### config.mk
export PLATFORM = sky130hd
export DESIGN_NAME = rotor_stepper
export DESIGN_NICKNAME = d
export VERILOG_FILES = /design/src/rtl/rotor_stepper.sv
export SDC_FILE = /design/constraint.sdc
export NUM_CORES = 1
export LEC_CHECK = 0
export CAP_MARGIN = 20
export CORE_MARGIN = 2
export CORE_UTILIZATION = 45
export CTS_CLUSTER_SIZE = 30
export DETAILED_ROUTE_END_ITERATION = 12
export GPL_TIMING_DRIVEN = 0
export HOLD_SLACK_MARGIN = 0.08
export PLACE_DENSITY = 0.82
export SLEW_MARGIN = 20
export SYNTH_ARGS = -nofsm -noshare
export SYNTH_HDL_FRONTEND = slang
export SYNTH_SLANG_ARGS = --single-unit
### constraint.sdc
create_clock -name clk -period 1.5 [get_ports clk]
set_input_delay 0.225 -clock clk [delete_from_list [all_inputs] [get_ports clk]]
set_output_delay 0.225 -clock clk [all_outputs]
set_load 0.01 [all_outputs]
### src/rtl/rotor_stepper.sv
// Enigma rotor stepping controller: advances left/middle/right positions per
// keypress with notch carry, middle-rotor double-step and two-notch rotors.
//
// state | meaning
// IDLE  | ready for a keypress; rotor types latched on accept
// CALC  | advance flags registered from latched types and current positions
// APPLY | new positions written, key_count bumped, pos_valid queued
module rotor_stepper #(
   parameter int CNT_W = 16
) (
   input  logic             clk,
   input  logic             rst_n,
   input  logic             load,
   input  logic [4:0]       load_pos_l,
   input  logic [4:0]       load_pos_m,
   input  logic [4:0]       load_pos_r,
   input  logic [2:0]       type_l,
   input  logic [2:0]       type_m,
   input  logic [2:0]       type_r,
   input  logic             step_valid,
   output logic             step_ready,
   output logic [4:0]       pos_l,
   output logic [4:0]       pos_m,
   output logic [4:0]       pos_r,
   output logic             pos_valid,
   output logic [CNT_W-1:0] key_count
);

   typedef enum logic [1:0] {IDLE, CALC, APPLY} state_t;

   state_t     state, state_nxt;
   logic [2:0] typ_m_q, typ_r_q;
   logic       adv_m_q, adv_l_q;
   logic       accept;
   logic       unused_type_l;

   // The left rotor has no carry out, so its type never affects stepping.
   assign unused_type_l = ^type_l;

   function automatic logic notch_hit(input logic [2:0] t, input logic [4:0] p);
      logic hit;
      case (t)
         3'd0:    hit = (p == 5'd16);
         3'd1:    hit = (p == 5'd4);
         3'd2:    hit = (p == 5'd21);
         3'd3:    hit = (p == 5'd9);
         3'd4:    hit = (p == 5'd25);
         default: hit = (p == 5'd25) || (p == 5'd12);
      endcase
      return hit;
   endfunction

   function automatic logic [4:0] inc26(input logic [4:0] p);
      return (p == 5'd25) ? 5'd0 : p + 5'd1;
   endfunction

   function automatic logic [4:0] mod26(input logic [4:0] p);
      return (p >= 5'd26) ? p - 5'd26 : p;
   endfunction

   assign step_ready = (state == IDLE);
   assign accept     = step_ready && step_valid && !load;

   always_ff @(posedge clk or negedge rst_n) begin
      if (!rst_n) state <= IDLE;
      else        state <= state_nxt;
   end

   always_comb begin
      state_nxt = state;
      if (load) begin
         state_nxt = IDLE;
      end else begin
         case (state)
            IDLE:    if (step_valid) state_nxt = CALC;
            CALC:    state_nxt = APPLY;
            APPLY:   state_nxt = IDLE;
            default: state_nxt = IDLE;
         endcase
      end
   end

   always_ff @(posedge clk or negedge rst_n) begin
      if (!rst_n) begin
         pos_l     <= 5'd0;
         pos_m     <= 5'd0;
         pos_r     <= 5'd0;
         pos_valid <= 1'b0;
         key_count <= '0;
         typ_m_q   <= 3'd0;
         typ_r_q   <= 3'd0;
         adv_m_q   <= 1'b0;
         adv_l_q   <= 1'b0;
      end else begin
         pos_valid <= 1'b0;
         if (load) begin
            pos_l     <= mod26(load_pos_l);
            pos_m     <= mod26(load_pos_m);
            pos_r     <= mod26(load_pos_r);
            key_count <= '0;
         end else begin
            if (accept) begin
               typ_m_q <= type_m;
               typ_r_q <= type_r;
            end
            if (state == CALC) begin
               adv_m_q <= notch_hit(typ_r_q, pos_r) || notch_hit(typ_m_q, pos_m);
               adv_l_q <= notch_hit(typ_m_q, pos_m);
            end
            if (state == APPLY) begin
               pos_r     <= inc26(pos_r);
               if (adv_m_q) pos_m <= inc26(pos_m);
               if (adv_l_q) pos_l <= inc26(pos_l);
               key_count <= key_count + CNT_W'(1);
               pos_valid <= 1'b1;
            end
         end
      end
   end

endmodule

# After elaboration in Yosys (flattened, before gate mapping)
# Index checks and enable logic that the tools add are counted.
[totals] input_bits=28 wordCells=88 output_inout_bits=33 register_bits=42
[classes] n_eq_ne=24 bitwise_logic=1 reduce_logical=16 magnitude_cmp=3 add_sub_neg=7 n_mux=27
[op_table] cell="two-way mux 5 bit" count=14
[op_table] cell="equality test 5 bit (second input constant)" count=7
[op_table] cell="two-way mux 16 bit" count=2
[op_table] cell="equality test 5 x 4 -> 1 bit (second input constant)" count=4
[op_table] cell="adder 16 x 1 -> 16 bit (second input constant)" count=1
[op_table] cell="adder 5 x 1 -> 5 bit (second input constant)" count=3
[op_table] cell="greater-or-equal comparator 5 bit (second input constant)" count=3
[op_table] cell="subtractor 5 bit (second input constant)" count=3
[op_table] cell="equality test 3 x 2 -> 1 bit (second input constant)" count=4
[op_table] cell="equality test 5 x 3 -> 1 bit (second input constant)" count=2
[op_table] cell="one-hot mux 1 bit (5 select lines)" count=2
[op_table] cell="AND reduction 2 bit" count=4
[op_table] cell="equality test 3 x 1 -> 1 bit (second input constant)" count=2
[op_table] cell="equality test 3 bit (second input constant)" count=2
[op_table] cell="zero test 3 bit" count=2
[op_table] cell="two-way mux 1 bit" count=6
[op_table] cell="nonzero test 2 bit" count=3
[op_table] cell="two-way mux 2 bit" count=2
[op_table] cell="one-hot mux 2 bit (2 select lines)" count=1
[op_table] cell="logical OR 1 bit" count=3
[op_table] cell="!= test 3 bit (second input constant)" count=1
[op_table] cell="equality test 2 x 1 -> 1 bit (second input constant)" count=1
[op_table] cell="equality test 2 bit (second input constant)" count=1
[op_table] cell="logical AND 1 bit" count=2
[op_table] cell="other kinds (3)" count=3

# Logic depth before layout (Yosys ltp)
# Gate-level depths: netlist (run 1).
[depth] word_depth=6 depth_mapped=7 depth_no_buf=7

# Worst setup path before layout (run 1)
# No wires, ideal clock.
[synth_path] path_kind="reg2reg" start="register pos_r[2]" end="register adv_m_q" n_path_buf=1 setup_time_ns=0.101 required_ns=1.399 slack_ns=-0.235 period_less_slack_ns=1.735 path_stages_with_launch=7 arrival_ns=1.634 cell_sequence="dfrtp_1 buf_6 nor2b_4 or3b_1 a2111oi_2 a31oi_1 o311ai_2"
[synth_via] elab_chain_cells=6 word_cells_on_any_way=11 classes_between="eq/ne (6); mux (3); reduce/logical (2)"
[synth_lines] element="from (decl)" line_no="24" source="output logic [4:0] pos_r,"
[synth_lines] element="from (signal assigned)" line_no="99" source="pos_r <= mod26(load_pos_r);"
[synth_lines] element="from (signal assigned)" line_no="111" source="pos_r <= inc26(pos_r);"
[synth_lines] element="equality test 5 bit / equality test 5 x 4 -> 1 bit (equally long branches)" line_no="47, 48"
[synth_lines] element="logical OR 1 bit" line_no="48" source="default: hit = (p == 5'd25) || (p == 5'd12);"
[synth_lines] element="one-hot mux 1 bit (5 select lines) *" line_no="42" source="case (t)"
[synth_lines] element="two-way mux 1 bit *" line_no="106" source="if (state == CALC) begin"
[synth_lines] element="two-way mux 1 bit *" line_no="96" source="if (load) begin"
[synth_lines] element="logical OR 1 bit *" line_no="107" source="adv_m_q <= notch_hit(typ_r_q, pos_r) || notch_hit(typ_m_q, pos_m);"
[synth_lines] element="to (signal assigned)" line_no="107"
[synth_lines] element="to (decl)" line_no="33" source="logic adv_m_q, adv_l_q;"
# Mark *: on every way between the ends. The rest lies on a longest branch, timed or not. The select of a mux whose other input is x is not followed.
# A chain may end at the register's enable or synchronous reset.

# Worst setup path in the final report (run 1)
# Ends and elaborated chain as after synthesis.

==> results of run 1 <==
-- critical path, stage by stage, from the launching register on --
cell       delay, ns
dfrtp_1         0.39
buf_6           0.12
nor2b_4         0.12
or3b_4          0.39
a2111oi_4       0.28
a31oi_1         0.09
o311ai_2        0.23
-- flip-flops by register name, indices dropped and copies added, names as in the netlist --
register   count
key_count     16
pos_r          5
pos_valid      1
pos_m          5
typ_r_q        3
adv_l_q        1
adv_m_q        1
typ_m_q        3
state          2
pos_l          5
-- cells by family after synthesis --
family,after synthesis,synth area share [%]
mux,8,3.36
buf+inv,30,4.90
simple gates,102,21.7
flops,42,40.3
xor+xnor,14,4.70
fa+ha+maj,12,5.76
compound gates,76,19.3
-- placed cells by master (no fill, tap or decap), drive strengths merged, types with 2 or more instances in the layout --
master	count
clkbuf	11
a31oi	7
inv	20
o311ai	3
a41oi	2
and3b	2
a311oi	2
a21oi	13
dlymetal6s2s	9
o21ai	28
o22ai	2
or3	3
nand2	23
nand3b	3
clkdlybuf4s50	42
dfrtp	42
o211ai	6
xnor2	7
xor2	7
nand2b	5
nor2	23
mux2	6
a41o	2
nor3	8
ha	12
nand4	6
mux2i	2
nor2b	5
buf	45
and3	3
a31o	2
or3b	2
nand3	12
dlygate4sd2	4
a221oi	3
-- power groups by stage --
stage / Sequential [mW] / Combinational, mW / Clock, mW
2_1_floorplan: 1.43 / 0.444 / 0
3_3_place_gp: 1.43 / 0.801 / 0
3_5_place_dp: 1.43 / 0.827 / 0
4_1_cts: 1.39 / 0.956 / 0.784
5_1_grt: 1.42 / 1.13 / 0.844
6_report: 1.41 / 1.04 / 0.772
-- worst max path at each step --
stage / start / end / slack [ns]
2_1_floorplan: pos_r[2]$_DFFE_PN0P_ / adv_m_q$_DFFE_PN0P_ / -0.18
3_3_place_gp: rst_n / pos_l[4]$_DFFE_PN0P_ / -0.87
3_5_place_dp: load / pos_valid$_DFF_PN0_ / -0.89
4_1_cts: pos_r[2]$_DFFE_PN0P_ / adv_m_q$_DFFE_PN0P_ / -0.24
5_1_grt: pos_r[2]$_DFFE_PN0P_ / adv_m_q$_DFFE_PN0P_ / -0.27
6_report: pos_r[2]$_DFFE_PN0P_ / adv_m_q$_DFFE_PN0P_ / -0.22
-- area by class of cell --
type                            count  area [sq um]
Buffer                             10          75.1
Timing Repair Buffer               97           930
Sequential cell                    42          1060
Fill cell                         418          1660
Inverter                           20          75.1
Multi-Input combinational cell    212          1560
Clock buffer                        6          82.6
Clock inverter                      2          12.5
Tap cell                           72          90.1
-- stage by stage --
step	hold slack (ns)	TNS (ns)	power [mW]
floorplan	-0.0706	-0.197	1.87
global placement	0.488	-61.33	2.23
detailed placement	0.119	-25.62	2.25
CTS	0.340	-0.755	3.13
global route	0.354	-2.33	3.40
finish	0.339	-0.791	3.22
-- per-layer routing --
layer	vias to the layer above	share of wire [%]
met5	-	0
met1	1276	44
met3	15	3.8
met2	75	51
met4	0	2.0
li1	1245	-
-- what timing repair did --
item                                    4_1_cts  5_1_grt
resized for setup                            32       34
pin swaps                                     8       14
buffers inserted                             21       17
hold buffers                                  1        0
endpoints found under the hold margin        10        0
endpoints found under the setup margin       54       44
==> flow_summary.json, run 1 <==
{
  "synth.net_count": 324,
  "yosysSeqAreaShare_pct": 40.3,
  "yosysTopAreaCell": "dfrtp_1",
  "cp_max_fo": 2,
  "ys.flop_type": "dfrtp_1",
  "met3_usage_pct": 3.60,
  "hold_class": "in2async",
  "worstPathArrival_ns": 1.92,
  "r2r-start": "pos_r[2]$_DFFE_PN0P_",
  "p_sw_mw": 1.04,
  "wl_um": 7160,
  "final_cells": 461,
  "internal_power_mw": 2.17,
  "yosys.area.top_type_share_pct": 40.3,
  "cp-end-kind": "register",
  "dpl_worst_slack_ns": -0.890,
  "start_util_pct": 47.0,
  "gr-usage-met1_pct": 28.0,
  "syn_inst": 284,
  "wire_per_inst_um": 15.5,
  "antenna_found_initial": 0,
  "status": "finished with violations",
  "gp_congestion": 0.802,
  "cellLeakagePower_nw": 1.83,
  "vias": 2611,
  "die_x_um": 80.1,
  "drt_iter0_drc": 175,
  "core_area_sq_um": 5540,
  "rsz0062_at_grt": "yes",
  "rrSetupSlack_ns": -0.22,
  "post_dp_cell_area_sq_um": 3290,
  "grt_first_pass_wirelength_um": 11000,
  "cts_sinks": 42,
  "clock_path_buffers": 2,
  "hpwlAfterDp_um": 4520,
  "post-route-period-util_pct": 115,
  "synthArstFlopShare_pct": 100,
  "port_buffers": 57,
  "grt_max_degree": 33,
  "area_growth_pct": 49.1,
  "cap_violations": 0,
  "io_pins": 61,
  "synth_cell_type_count": 52,
  "antenna_left": 0,
  "use_met2_pct": 36.1,
  "yosys_warnings": 0,
  "finalSetupViolCount": 11,
  "synth_area_sq_um": 2610,
  "synth.most_common_cell": "dfrtp_1",
  "finish.utilization_pct": 70.1,
  "final_cell_area_sq_um": 3880,
  "ir_drop_mv": 0.842,
  "rows": 27,
  "die_h_um": 80.1,
  "synthTopCellsByCount": "dfrtp_1, o21ai_0, nand2_1, nor2_1, inv_1",
  "ff2ff_path_depth": 6,
  "worst_pin_slew_ns": 0.328,
  "placedCellCount": 414,
  "cts_buffers": 5,
  "power_density_nw_per_um2": 828,
  "path_clk_slew_ns": 0.08,
  "slew-limit-headroom_pct": 77.9,
  "critical_path_class": "reg2reg",
  "switching_share_pct": 32.4,
  "tritoncts": "yes",
  "synth.area.top_cells": "dfrtp_1, ha_1, o21ai_0, nand2_1, nor2_1",
  "fmax_mhz": 580,
  "antenna_cells": 0,
  "dieArea_sq_um": 6420,
  "drcViolationCount": 0,
  "grt_usage_pct": 21.6,
  "first_pass_iters": 4,
  "via_per_inst": 5.66,
  "ctsRootBufferMaster": "clkbuf_8",
  "p_seq_share_pct": 43.7,
  "p_comb_share_pct": 32.3,
  "clock_skew_ns": 0.00353,
  "synth_edf_count": 0,
  "fin_crit_ns": 1.72,
  "avgSynthCellArea_sq_um": 9.18,
  "finalHoldViolations": 0,
  "h-tree-depth": 2,
  "violations": "setup timing",
  "layout-drive-gt1-share_pct": 24.2,
  "clk_latency_ns": 0.29,
  "slew_violations": 0,
  "grt_pass1_vias": 2457,
  "rr_endpoint": "adv_m_q$_DFFE_PN0P_",
  "nets": 428,
  "fin_ws_ns": -0.224,
  "overflow": 0,
  "p_clk_share_pct": 24.0,
  "ys_ff_latch": 42,
  "grt-busiest-layer": "met2",
  "critPathRequiredTime_ns": 1.70,
  "worstSetupStartpointType": "register"
}
(Power assumes the default switching activity.)
==> run 2: changes to the inputs <==
--- a/config.mk
+++ b/config.mk
@@ -13,6 +13,7 @@
 export GPL_TIMING_DRIVEN = 0
 export HOLD_SLACK_MARGIN = 0.08
 export PLACE_DENSITY = 0.82
+export SKIP_LAST_GASP = 1
 export SLEW_MARGIN = 20
 export SYNTH_ARGS = -nofsm -noshare
 export SYNTH_HDL_FRONTEND = slang
==> flow_summary.json, run 2 (synthesized netlist as in run 1, its figures left out) <==
{
  "power_density_nw_per_um2": 831,
  "post_dp_cell_area_sq_um": 3290,
  "grt_first_pass_wirelength_um": 11000,
  "fmax_mhz": 577,
  "critPathRequiredTime_ns": 1.70,
  "worstPathArrival_ns": 1.93,
  "vias": 2620,
  "rrSetupSlack_ns": -0.23,
  "first_pass_iters": 4,
  "critical_path_class": "reg2reg",
  "regMostFlops": "key_count",
  "critPathSlowestCell": "dfrtp_1",
  "worstSetupStartpointType": "register",
  "holdWs_ns": 0.338,
  "clock_skew_ns": 0.00452,
  "via_per_inst": 5.70,
  "cp-end-kind": "register",
  "final_common_cell": "clkdlybuf4s50_1",
  "crit_start": "pos_r[2]$_DFFE_PN0P_",
  "cellLeakagePower_nw": 1.78,
  "crit_buf_inv": 1,
  "final_cells": 460,
  "cts_buffers": 5,
  "crit_chain": "buf_6, nor2b_4, or3b_1, a2111oi_2, a31oi_1, o311ai_2",
  "grt_pass1_vias": 2446,
  "die_x_um": 80.1,
  "rr_endpoint": "adv_m_q$_DFFE_PN0P_",
  "violations": "setup timing",
  "hpwlAfterDp_um": 4520,
  "internal_power_mw": 2.15,
  "rsz0062_at_grt": "yes",
  "final_cell_area_sq_um": 3820,
  "core_area_sq_um": 5540,
  "dieArea_sq_um": 6420,
  "status": "finished with violations",
  "clock_path_buffers": 2,
  "rows": 27,
  "critPathCapture": "adv_m_q$_DFFE_PN0P_",
  "nets": 427,
  "wl_um": 7070,
  "overflow": 0,
  "antenna_found_initial": 0,
  "cap_violations": 0,
  "fin_ws_ns": -0.233,
  "h-tree-depth": 2,
  "dpl_worst_slack_ns": -0.890,
  "ctsRootBufferMaster": "clkbuf_8",
  "finalHoldViolations": 0,
  "finalSetupViolCount": 10,
  "slew_violations": 0,
  "antenna_cells": 0,
  "worst-path-stages": 6,
  "grt_usage_pct": 21.6,
  "fin_crit_ns": 1.73,
  "area_growth_pct": 46.5,
  "critical_path.top_delay_family": "compound AO/OA/AOI/OAI gates",
  "gp_congestion": 0.802,
  "slew-limit-headroom_pct": 77.4,
  "drcViolationCount": 0,
  "tritoncts": "yes",
  "fillers": 444,
  "final_cell_mix": "clkdlybuf4s50_1, dfrtp_1, buf_4",
  "io_pins": 61,
  "path_clk_slew_ns": 0.08,
  "r2r-start": "pos_r[2]$_DFFE_PN0P_",
  "antenna_left": 0,
  "start_util_pct": 47.0,
  "switching_share_pct": 32.2,
  "wire_per_inst_um": 15.4,
  "worst_pin_slew_ns": 0.339,
  "ff2ff_path_depth": 6,
  "largest_register_ffs": 16,
  "hold_class": "in2async",
  "grt_max_degree": 33,
  "cts_sinks": 42,
  "ir_drop_mv": 0.831,
  "post-route-period-util_pct": 116,
  "p_seq_share_pct": 44.1,
  "clk_latency_ns": 0.29,
  "port_buffers": 57,
  "slowest_delay_ns": 0.40,
  "drt_iter0_drc": 177,
  "p_comb_share_pct": 31.5,
  "p_sw_mw": 1.02,
  "cp_max_fo": 2,
  "die_h_um": 80.1,
  "layout-drive-gt1-share_pct": 23.7,
  "placedCellCount": 414,
  "fin_setup_tns_ns": -0.737,
  "p_clk_share_pct": 24.4
}
==> run 2: per-stage QoR <==
| step | power (mW) | util, % |
|---|---|---|
| floorplan | 1.87 | - |
| detailed placement | 2.25 | 59.3 |
| global route | 3.36 | 68.9 |
| global placement | 2.23 | 59.0 |
| finish | 3.17 | 68.9 |
| CTS | 3.13 | 65.2 |
==> run 2: cell type report <==
cell class	count	area, sq um	share of cell area (%)
Multi-Input combinational cell	212	1530	39.9
Clock buffer	6	82.6	2.16
Tap cell	72	90.1	2.36
Inverter	20	75.1	1.97
Sequential cell	42	1060	27.7
Clock inverter	2	12.5	0.328
Buffer	10	72.6	1.90
Timing Repair Buffer	96	902	23.6
==> run 2: how the worst min path moves through the flow <==
| stage | from | end | slack (ns) | depth (start not counted) |
|---|---|---|---|---|
| final | rst_n | pos_m[0]$_DFFE_PN0P_ | 0.34 | 2 |
| after global placement | adv_m_q$_DFFE_PN0P_ | adv_m_q$_DFFE_PN0P_ | 0.49 | 2 |
| after CTS | rst_n | key_count[9]$_DFFE_PN0P_ | 0.34 | 2 |
| after global routing | rst_n | pos_m[1]$_DFFE_PN0P_ | 0.35 | 2 |
| after floorplan | rst_n | adv_l_q$_DFFE_PN0P_ | -0.07 | 0 |
| after detailed placement | rst_n | key_count[9]$_DFFE_PN0P_ | 0.12 | 1 |
==> run 2: power groups by stage <==
stage	clock network, mW	registers, mW	logic (mW)
3_5_place_dp	0	1.43	0.827
6_report	0.774	1.40	0.999
4_1_cts	0.784	1.39	0.953
3_3_place_gp	0	1.43	0.801
2_1_floorplan	0	1.43	0.444
5_1_grt	0.846	1.42	1.09
==> run 2: timing repair <==
item / CTS / global route
hold buffers: 1 / 0
pin swaps: 6 / 16
endpoints found under the hold margin: 10 / 0
buffers inserted: 21 / 17
endpoints found under the setup margin: 54 / 45
resized for setup: 29 / 25
==> run 2: per-layer routing <==
layer | global-route usage (%) | part of all wire, % | up-vias
li1 | - | - | 1239
met1 | 28.1 | 44 | 1277
met2 | 36.0 | 50 | 92
met3 | 3.60 | 4.8 | 12
met4 | 8.31 | 1.4 | 0
met5 | 0 | 0 | -
